## src/rtl/sparc_ctl_pkg.sv

```systemverilog
// Shared types and constants for the SPARC control unit.
// State codes, ALU opcodes, instruction field values, control bundle.
package sparc_ctl_pkg;

  typedef enum logic [4:0] {
    RST  = 5'd0,
    F0   = 5'd1,
    F1   = 5'd2,
    DEC  = 5'd3,
    EXA  = 5'd4,
    LS0  = 5'd5,
    LD1  = 5'd6,
    LD2  = 5'd7,
    LS1  = 5'd8,
    ST2  = 5'd9,
    BR   = 5'd10,
    CALL = 5'd11,
    UPD  = 5'd12,
    TRAP = 5'd13
  } state_t;

  typedef enum logic [2:0] {
    C_ALU,
    C_MEM,
    C_CALL,
    C_BR,
    C_OTHER
  } cls_t;

  localparam logic [5:0] ALU_ADD   = 6'h00;
  localparam logic [5:0] ALU_PASSA = 6'h3D;
  localparam logic [5:0] ALU_PASSB = 6'h3E;

  localparam logic [1:0] FMT_BR   = 2'b00;
  localparam logic [1:0] FMT_CALL = 2'b01;
  localparam logic [1:0] FMT_ALU  = 2'b10;
  localparam logic [1:0] FMT_MEM  = 2'b11;
  localparam logic [2:0] OP2_BICC = 3'b010;

  localparam logic [1:0] TY_BYTE = 2'b00;
  localparam logic [1:0] TY_HALF = 2'b01;
  localparam logic [1:0] TY_WORD = 2'b10;

  typedef struct packed {
    logic       ir_ld;
    logic       mar_ld;
    logic       mdr_ld;
    logic       pc_ld;
    logic       npc_ld;
    logic       fr_ld;
    logic       rf_le;
    logic       mov;
    logic       rw;
    logic [1:0] typ;
    logic [1:0] ma;
    logic [1:0] mb;
    logic [1:0] mnp;
    logic [1:0] mp;
    logic [1:0] msc;
    logic       mc;
    logic       mm;
    logic       mr;
    logic       mop;
    logic       msa;
    logic [5:0] opxx;
  } ctl_t;

  // Load/store size field to RAM access size.
  function automatic logic [1:0] mem_type(
    input logic [1:0] sz
  );
    unique case (sz)
      2'b01:   return TY_BYTE;
      2'b10:   return TY_HALF;
      default: return TY_WORD;
    endcase
  endfunction

endpackage

```

## src/rtl/sparc_control_unit_if.sv

```systemverilog
// Control-unit to datapath signal bundle.
// master = control unit, slave = datapath.
interface sparc_control_unit_if;
  logic [31:0] IR;
  logic        MOC;
  logic        BCOND;
  logic        TCOND;
  logic        IR_Ld;
  logic        MAR_Ld;
  logic        MDR_Ld;
  logic        PC_Ld;
  logic        NPC_Ld;
  logic        FR_Ld;
  logic        RF_Load_Enable;
  logic        MOV;
  logic        RW;
  logic [1:0]  Type;
  logic [1:0]  MA;
  logic [1:0]  MB;
  logic [1:0]  MNP;
  logic [1:0]  MP;
  logic [1:0]  MSc;
  logic        MC;
  logic        MM;
  logic        MR;
  logic        MOP;
  logic        MSa;
  logic [5:0]  OpXX;
  logic [4:0]  State;

  modport master (
    input  IR, MOC, BCOND, TCOND,
    output IR_Ld, MAR_Ld, MDR_Ld, PC_Ld,
    output NPC_Ld, FR_Ld, RF_Load_Enable,
    output MOV, RW, Type,
    output MA, MB, MNP, MP, MSc,
    output MC, MM, MR, MOP, MSa,
    output OpXX, State
  );

  modport slave (
    output IR, MOC, BCOND, TCOND,
    input  IR_Ld, MAR_Ld, MDR_Ld, PC_Ld,
    input  NPC_Ld, FR_Ld, RF_Load_Enable,
    input  MOV, RW, Type,
    input  MA, MB, MNP, MP, MSc,
    input  MC, MM, MR, MOP, MSa,
    input  OpXX, State
  );
endinterface

```

## src/rtl/sparc_ctl_decode.sv

```systemverilog
// Instruction classifier for the control FSM.
// Pure combinational view of the IR fields the sequencer needs.
module sparc_ctl_decode
  import sparc_ctl_pkg::*;
(
  input  logic [31:0] ir,
  output cls_t        cls,
  output logic        store,
  output logic [1:0]  mtype,
  output logic        imm,
  output logic        setcc
);

  logic unused_bits;
  assign unused_bits = ^{ir[29:25], ir[18:14], ir[12:0]};

  assign store = ir[21];
  assign mtype = mem_type(ir[20:19]);
  assign imm   = ir[13];
  assign setcc = ir[23];

  always_comb begin
    cls = C_OTHER;
    unique case (ir[31:30])
      FMT_ALU:  cls = C_ALU;
      FMT_MEM:  cls = C_MEM;
      FMT_CALL: cls = C_CALL;
      default: begin
        if (ir[24:22] == OP2_BICC) cls = C_BR;
      end
    endcase
  end

endmodule

```

## src/rtl/sparc_control_unit.sv

```systemverilog
// Hardwired SPARC sequencer: fetch, decode, execute, PC/nPC update.
// Moore outputs; MOC/TCOND only steer the next state.
module sparc_control_unit
  import sparc_ctl_pkg::*;
#(
  parameter int         MOC_TIMEOUT = 15,
  parameter logic [2:0] TRAP_TT     = 3'b001
)(
  input logic           Clk,
  input logic           Clr_n,
  sparc_control_unit_if.master bus
);

  localparam logic [7:0] TMO = 8'(MOC_TIMEOUT);

  state_t     state;
  state_t     nxt;
  logic [7:0] cnt;
  logic       tmo;
  cls_t       cls;
  logic       store;
  logic       imm;
  logic       setcc;
  logic [1:0] mtype;
  ctl_t       c;

  sparc_ctl_decode u_dec (
    .ir    (bus.IR),
    .cls   (cls),
    .store (store),
    .mtype (mtype),
    .imm   (imm),
    .setcc (setcc)
  );

  // Last allowed wait cycle; MOC in that cycle still wins.
  assign tmo = (cnt >= TMO - 8'd1);

  always_ff @(posedge Clk or negedge Clr_n) begin
    if (!Clr_n) begin
      state <= RST;
      cnt   <= '0;
    end else begin
      state <= nxt;
      if (nxt != state) cnt <= '0;
      else if (cnt != TMO) cnt <= cnt + 8'd1;
    end
  end

  always_comb begin
    nxt   = state;
    c     = '0;
    c.typ = TY_WORD;
    c.rw  = 1'b1;
    unique case (state)
      RST: begin
        nxt      = F0;
        c.pc_ld  = 1'b1;
        c.npc_ld = 1'b1;
        c.mnp    = 2'b11;
        c.mr     = 1'b1;
      end
      F0: begin
        nxt      = F1;
        c.mar_ld = 1'b1;
        c.mb     = 2'b10;
        c.mop    = 1'b1;
        c.opxx   = ALU_PASSB;
      end
      F1: begin
        c.mov   = 1'b1;
        c.ir_ld = 1'b1;
        if (bus.MOC) nxt = DEC;
        else if (tmo) nxt = TRAP;
      end
      DEC: begin
        unique case (cls)
          C_ALU:   nxt = EXA;
          C_MEM:   nxt = LS0;
          C_CALL:  nxt = CALL;
          C_BR:    nxt = BR;
          default: nxt = UPD;
        endcase
        if (bus.TCOND) nxt = TRAP;
      end
      EXA: begin
        nxt     = UPD;
        c.rf_le = 1'b1;
        c.mb    = imm ? 2'b01 : 2'b00;
        c.fr_ld = setcc;
      end
      LS0: begin
        nxt      = store ? LS1 : LD1;
        c.mar_ld = 1'b1;
        c.mb     = imm ? 2'b01 : 2'b00;
        c.mop    = 1'b1;
        c.opxx   = ALU_ADD;
      end
      LD1: begin
        c.mov    = 1'b1;
        c.typ    = mtype;
        c.mdr_ld = 1'b1;
        if (bus.MOC) nxt = LD2;
        else if (tmo) nxt = TRAP;
      end
      LD2: begin
        nxt     = UPD;
        c.mb    = 2'b11;
        c.mop   = 1'b1;
        c.opxx  = ALU_PASSB;
        c.rf_le = 1'b1;
      end
      LS1: begin
        nxt      = ST2;
        c.msa    = 1'b1;
        c.mop    = 1'b1;
        c.opxx   = ALU_PASSA;
        c.mm     = 1'b1;
        c.mdr_ld = 1'b1;
      end
      ST2: begin
        c.mov = 1'b1;
        c.rw  = 1'b0;
        c.typ = mtype;
        if (bus.MOC) nxt = UPD;
        else if (tmo) nxt = TRAP;
      end
      BR: begin
        nxt      = F0;
        c.pc_ld  = 1'b1;
        c.mp     = 2'b11;
        c.npc_ld = 1'b1;
        c.mnp    = bus.BCOND ? 2'b10 : 2'b11;
      end
      CALL: begin
        nxt      = F0;
        c.msc    = 2'b01;
        c.mb     = 2'b10;
        c.mop    = 1'b1;
        c.opxx   = ALU_PASSB;
        c.rf_le  = 1'b1;
        c.pc_ld  = 1'b1;
        c.mp     = 2'b11;
        c.npc_ld = 1'b1;
        c.mnp    = 2'b10;
      end
      UPD: begin
        nxt      = F0;
        c.pc_ld  = 1'b1;
        c.mp     = 2'b11;
        c.npc_ld = 1'b1;
        c.mnp    = 2'b11;
      end
      TRAP: begin
        nxt      = F0;
        c.pc_ld  = 1'b1;
        c.mp     = 2'b01;
        c.npc_ld = 1'b1;
        c.mnp    = 2'b11;
        c.opxx   = {3'b000, TRAP_TT};
      end
      default: nxt = RST;
    endcase
    // Held in reset: quiet bus, any access is dropped at once.
    if (!Clr_n) begin
      c     = '0;
      c.typ = TY_WORD;
      c.rw  = 1'b1;
    end
  end

  assign bus.IR_Ld          = c.ir_ld;
  assign bus.MAR_Ld         = c.mar_ld;
  assign bus.MDR_Ld         = c.mdr_ld;
  assign bus.PC_Ld          = c.pc_ld;
  assign bus.NPC_Ld         = c.npc_ld;
  assign bus.FR_Ld          = c.fr_ld;
  assign bus.RF_Load_Enable = c.rf_le;
  assign bus.MOV            = c.mov;
  assign bus.RW             = c.rw;
  assign bus.Type           = c.typ;
  assign bus.MA             = c.ma;
  assign bus.MB             = c.mb;
  assign bus.MNP            = c.mnp;
  assign bus.MP             = c.mp;
  assign bus.MSc            = c.msc;
  assign bus.MC             = c.mc;
  assign bus.MM             = c.mm;
  assign bus.MR             = c.mr;
  assign bus.MOP            = c.mop;
  assign bus.MSa            = c.msa;
  assign bus.OpXX           = c.opxx;
  assign bus.State          = state;

endmodule

```

## src/flat_wrapper.sv

```systemverilog
// flat-port wrapper written by rule: the top's interface ports become plain ports
module sparc_control_unit_flat import sparc_ctl_pkg::*;
#(
  parameter int         MOC_TIMEOUT = 15,
  parameter logic [2:0] TRAP_TT     = 3'b001
)
  (Clk, Clr_n, bus_IR, bus_MOC, bus_BCOND, bus_TCOND, bus_IR_Ld, bus_MAR_Ld, bus_MDR_Ld, bus_PC_Ld, bus_NPC_Ld, bus_FR_Ld, bus_RF_Load_Enable, bus_MOV, bus_RW, bus_Type, bus_MA, bus_MB, bus_MNP, bus_MP, bus_MSc, bus_MC, bus_MM, bus_MR, bus_MOP, bus_MSa, bus_OpXX, bus_State);
  sparc_control_unit_if bus_i ();
  input logic Clk;
  input logic Clr_n;
  input wire logic [$bits(bus_i.IR)-1:0] bus_IR;
  input wire logic [$bits(bus_i.MOC)-1:0] bus_MOC;
  input wire logic [$bits(bus_i.BCOND)-1:0] bus_BCOND;
  input wire logic [$bits(bus_i.TCOND)-1:0] bus_TCOND;
  output wire logic [$bits(bus_i.IR_Ld)-1:0] bus_IR_Ld;
  output wire logic [$bits(bus_i.MAR_Ld)-1:0] bus_MAR_Ld;
  output wire logic [$bits(bus_i.MDR_Ld)-1:0] bus_MDR_Ld;
  output wire logic [$bits(bus_i.PC_Ld)-1:0] bus_PC_Ld;
  output wire logic [$bits(bus_i.NPC_Ld)-1:0] bus_NPC_Ld;
  output wire logic [$bits(bus_i.FR_Ld)-1:0] bus_FR_Ld;
  output wire logic [$bits(bus_i.RF_Load_Enable)-1:0] bus_RF_Load_Enable;
  output wire logic [$bits(bus_i.MOV)-1:0] bus_MOV;
  output wire logic [$bits(bus_i.RW)-1:0] bus_RW;
  output wire logic [$bits(bus_i.Type)-1:0] bus_Type;
  output wire logic [$bits(bus_i.MA)-1:0] bus_MA;
  output wire logic [$bits(bus_i.MB)-1:0] bus_MB;
  output wire logic [$bits(bus_i.MNP)-1:0] bus_MNP;
  output wire logic [$bits(bus_i.MP)-1:0] bus_MP;
  output wire logic [$bits(bus_i.MSc)-1:0] bus_MSc;
  output wire logic [$bits(bus_i.MC)-1:0] bus_MC;
  output wire logic [$bits(bus_i.MM)-1:0] bus_MM;
  output wire logic [$bits(bus_i.MR)-1:0] bus_MR;
  output wire logic [$bits(bus_i.MOP)-1:0] bus_MOP;
  output wire logic [$bits(bus_i.MSa)-1:0] bus_MSa;
  output wire logic [$bits(bus_i.OpXX)-1:0] bus_OpXX;
  output wire logic [$bits(bus_i.State)-1:0] bus_State;
  assign bus_i.IR = bus_IR;
  assign bus_i.MOC = bus_MOC;
  assign bus_i.BCOND = bus_BCOND;
  assign bus_i.TCOND = bus_TCOND;
  assign bus_IR_Ld = bus_i.IR_Ld;
  assign bus_MAR_Ld = bus_i.MAR_Ld;
  assign bus_MDR_Ld = bus_i.MDR_Ld;
  assign bus_PC_Ld = bus_i.PC_Ld;
  assign bus_NPC_Ld = bus_i.NPC_Ld;
  assign bus_FR_Ld = bus_i.FR_Ld;
  assign bus_RF_Load_Enable = bus_i.RF_Load_Enable;
  assign bus_MOV = bus_i.MOV;
  assign bus_RW = bus_i.RW;
  assign bus_Type = bus_i.Type;
  assign bus_MA = bus_i.MA;
  assign bus_MB = bus_i.MB;
  assign bus_MNP = bus_i.MNP;
  assign bus_MP = bus_i.MP;
  assign bus_MSc = bus_i.MSc;
  assign bus_MC = bus_i.MC;
  assign bus_MM = bus_i.MM;
  assign bus_MR = bus_i.MR;
  assign bus_MOP = bus_i.MOP;
  assign bus_MSa = bus_i.MSa;
  assign bus_OpXX = bus_i.OpXX;
  assign bus_State = bus_i.State;
  sparc_control_unit #(.MOC_TIMEOUT(MOC_TIMEOUT), .TRAP_TT(TRAP_TT)) u_core (.Clk(Clk), .Clr_n(Clr_n), .bus(bus_i));
endmodule
```

## config.mk

```make
export PLATFORM = sky130hd
export DESIGN_NAME = sparc_control_unit_flat
export DESIGN_NICKNAME = d
export VERILOG_FILES = /design/src/rtl/sparc_ctl_pkg.sv /design/src/rtl/sparc_control_unit_if.sv /design/src/rtl/sparc_ctl_decode.sv /design/src/rtl/sparc_control_unit.sv /design/src/flat_wrapper.sv
export SDC_FILE = /design/constraint.sdc
export NUM_CORES = 1
export LEC_CHECK = 0
export BUFFER_PORTS_ARGS = -buffer_cell sky130_fd_sc_hd__buf_2
export CELL_PAD_IN_SITES_DETAIL_PLACEMENT = 2
export CELL_PAD_IN_SITES_GLOBAL_PLACEMENT = 2
export CORE_ASPECT_RATIO = 0.6
export CORE_UTILIZATION = 20
export DETAILED_ROUTE_END_ITERATION = 10
export PLACE_DENSITY = 0.78
export SYNTH_ARGS = -nofsm -noshare
export SYNTH_HDL_FRONTEND = slang
export SYNTH_SLANG_ARGS = --single-unit
```

## constraint.sdc

```tcl
create_clock -name Clk -period 1.96 [get_ports Clk]
set_input_delay 0.196 -clock Clk [delete_from_list [all_inputs] [get_ports Clk]]
set_output_delay 0.196 -clock Clk [all_outputs]
set_load 0.1 [all_outputs]
```

==> results_dict.tcl <==
set metrics [dict create \
    arrival_ns 2.21 \
    clock-sinks 13 \
    die_x_microns 105.0 \
    nFillCells 650 \
    crit_type "reg -> reg" \
    wirelength_mm 5.892 \
    finalCriticalPeriod_ns 2.051 \
    grt_pass1_vias 1620 \
    final_layout_size_suffix_gt1_share_pct 59.83 \
    grt_antenna_before_repair 0 \
    yosys_warnings 0 \
    dp_hpwl_mm 4.282 \
    track_usage_pct 17.02 \
    r2r_cells 6 \
    period_share_pct 104.6 \
    clk_path_buf_depth 2 \
    route.detailed.drc 0 \
    fp.dieArea_sq_um 6702 \
    syn_area_sq_um 1274 \
    setup-violations-final 7 \
    start_kind "flip-flop" \
    antenna_left 0 \
    fp.dieH_microns 63.82 \
    drt_iter0_markers 35 \
    grt_pass1_wl_mm 8.825 \
    core-area_sq_um 6138 \
    switching_share_pct 57.19 \
    start_util_pct 20.75 \
    power_uw 4155 \
    seq_area_sq_um 344.1 \
    insertion_delay_ns 0.25 \
    viasPerCell 4.827 \
    cts_tree "done" \
    pwr-share-clk_pct 5.9 \
    n_antenna_cell 0 \
    numCtsBuffers 3 \
    layout.nets 280 \
    fp-row-count 22 \
    hold_class "in -> reg" \
    timing.fmax_mhz 487.5 \
    r2r_end "u_core.cnt[3]" \
    grt.overflow.total 0 \
    vdd_drop_max_mv 0.6572 \
    switchingPower_uw 2376 \
    p_int_uw 1779 \
    async_flop_share_pct 100.0 \
    r2r_start "u_core.bus.State[3]" \
    syn-mean-instance-area_sq_um 7.627 \
    areaGrowthSynthToFinish_pct 108.8 \
    place_area_sq_um 2293 \
    worst_pin_slew_ns 0.5078 \
    portBuffers 46 \
    yosysUniqueCellTypes 49 \
    synth_flop_cell "dfrtp_1" \
    cp_max_fo 5 \
    required_ns 2.12 \
    violations "setup timing" \
    r2r_setup_slack_ns -0.09 \
    synth_seq_cells 13 \
    fin_hold_ws_ns 0.3317 \
    crit_end "u_core.cnt[3]" \
    status "finished, violations left" \
    syn-instance-count 167 \
    max-cap-violations 0 \
    post-route-cell-area_sq_um 2660 \
    drv_slew 0 \
    wire_per_inst_microns 18.24 \
    drt_first_pass_iters 4 \
    seq_area_frac_synth_pct 25.54 \
    synth_edf_count 0 \
    setup_tns_ns -0.4931 \
    dp_slack_ns -0.03848 \
    seqPwrFrac_pct 11.5 \
    vias 1559 \
    end_kind "flip-flop" \
    ios 74 \
    cts_root_buffer "clkbuf_8" \
    cts.clk_slew.worst_paths_ns 0.05 \
    rsz0062_at_grt "yes" \
    timing.final.hold_violations 0 \
    multiInputGateArea_sq_um 1191 \
    setup_slack_ns -0.09111 \
    skew_ns 0.001722 \
    leakagePower_uw 0.001061 \
    relSlewSlack_pct 65.87 \
    cts_max_level 1 \
    comb_power_share_pct 82.7 \
    gp_congestion 0.8179 \
    crit_start "u_core.bus.State[3]" \
    powerDensity_nw_per_um2 1562 \
    grt_max_degree 14 \
]
-- cells in the mapped netlist, types with 2 or more instances --
library cell | n | area (sq um)
nor2_1 | 16 | 60.06
a21oi_1 | 15 | 75.07
dfrtp_1 | 13 | 325.3
nand2_1 | 13 | 48.80
nand2b_1 | 11 | 68.82
buf_4 | 10 | 75.07
o21ai_0 | 7 | 35.03
clkbuf_1 | 6 | 22.52
nor3_1 | 6 | 30.03
inv_1 | 5 | 18.77
buf_2 | 4 | 20.02
nand3_1 | 4 | 20.02
nor2b_1 | 4 | 25.02
nor4_1 | 4 | 25.02
o211ai_1 | 4 | 30.03
ha_1 | 3 | 37.54
o2111a_1 | 3 | 33.78
o22ai_1 | 3 | 18.77
a31oi_1 | 2 | 12.51
nand3b_1 | 2 | 15.01
nor3b_1 | 2 | 15.01
o22a_1 | 2 | 17.52
or2_2 | 2 | 12.51
-- worst max-delay path, stage by stage (launching register included) --
cell	delay [ns]
dfrtp_4	0.52
buf_6	0.14
or3b_4	0.43
a2bb2oi_4	0.18
o211ai_1	0.24
nand3_2	0.17
nor4_2	0.28
-- power groups by stage --
| stage | logic (uW) | registers, uW | clock network [uW] |
|---|---|---|---|
| floorplan | 2060 | 667 | 0 |
| global placement | 2770 | 484 | 0 |
| detailed placement | 2840 | 491 | 0 |
| CTS | 3070 | 463 | 251 |
| global route | 3610 | 484 | 263 |
| finish | 3430 | 476 | 244 |
-- worst min path at each step --
stage / startpoint / endpoint / slack (ns) / cells after the start
after floorplan: Clr_n / u_core.cnt[0] / -0.1 / 0
final: bus_IR[31] / u_core.bus.State[3] / 0.33 / 3
after global placement: Clr_n / u_core.cnt[6] / 0.05 / 1
after global routing: bus_IR[31] / u_core.bus.State[3] / 0.35 / 3
after detailed placement: Clr_n / u_core.cnt[6] / 0.05 / 1
after CTS: bus_MOC / u_core.bus.State[1] / 0.33 / 3
-- layout make-up --
type,instances,share of cell area (%)
Timing Repair Buffer,81,35.61
Inverter,5,0.9878
Clock inverter,1,0.1881
Tap cell,84,3.951
Multi-Input combinational cell,136,44.78
Sequential cell,13,12.94
Clock buffer,3,1.552
-- routing by layer --
layer	GRT usage, %	wire length (microns)
met5	0	0
met4	2.113	74
met3	3.163	186
met2	29.88	2876
met1	22.42	2755
-- cell usage in the layout (no fill, tap or decap), types with 5 or more instances in the layout --
cell type  instances
conb_1             9
dfrtp_1            8
nor2_4             5
nand2_1            8
nor3_4             5
a21oi_4            6
o21ai_0            6
buf_2             19
nand2b_4           6
nor2_1             9
buf_4             26
dfrtp_4            5
a21oi_1            6
buf_12            29
buf_6              5
-- logic make-up after synthesis --
| kind of cell | share of synthesized area (%) |
|---|---|
| adders and majority gates | 2.947 |
| buffers and inverters | 11.00 |
| DFF | 25.54 |
| AOI/OAI and AO/OA | 24.85 |
| other | 0.2944 |
| muxes | 1.670 |
| and+or+nand+nor | 32.32 |
| xor gates and xnor gates | 1.375 |
-- flip-flops by register name, indices dropped and copies added (netlist names) --
register          cells
u_core.bus.State      5
u_core.cnt            8
-- through the flow --
step | util (%) | cells
finish | 43.33 | 323
global route | 43.33 | 323
CTS | 40.07 | 314
detailed placement | 37.36 | 300
global placement | 37.36 | 300
floorplan | - | 175
-- what timing repair did --
item / 4_1_cts / 5_1_grt
hold buffers: 2 / 0
resized for setup: 11 / 23
endpoints found under the setup margin: 16 / 21
endpoints found under the hold margin: 4 / 0
pin swaps: 3 / 5
buffers inserted: 8 / 9
No activity file was read; power rests on OpenSTA's default activity.
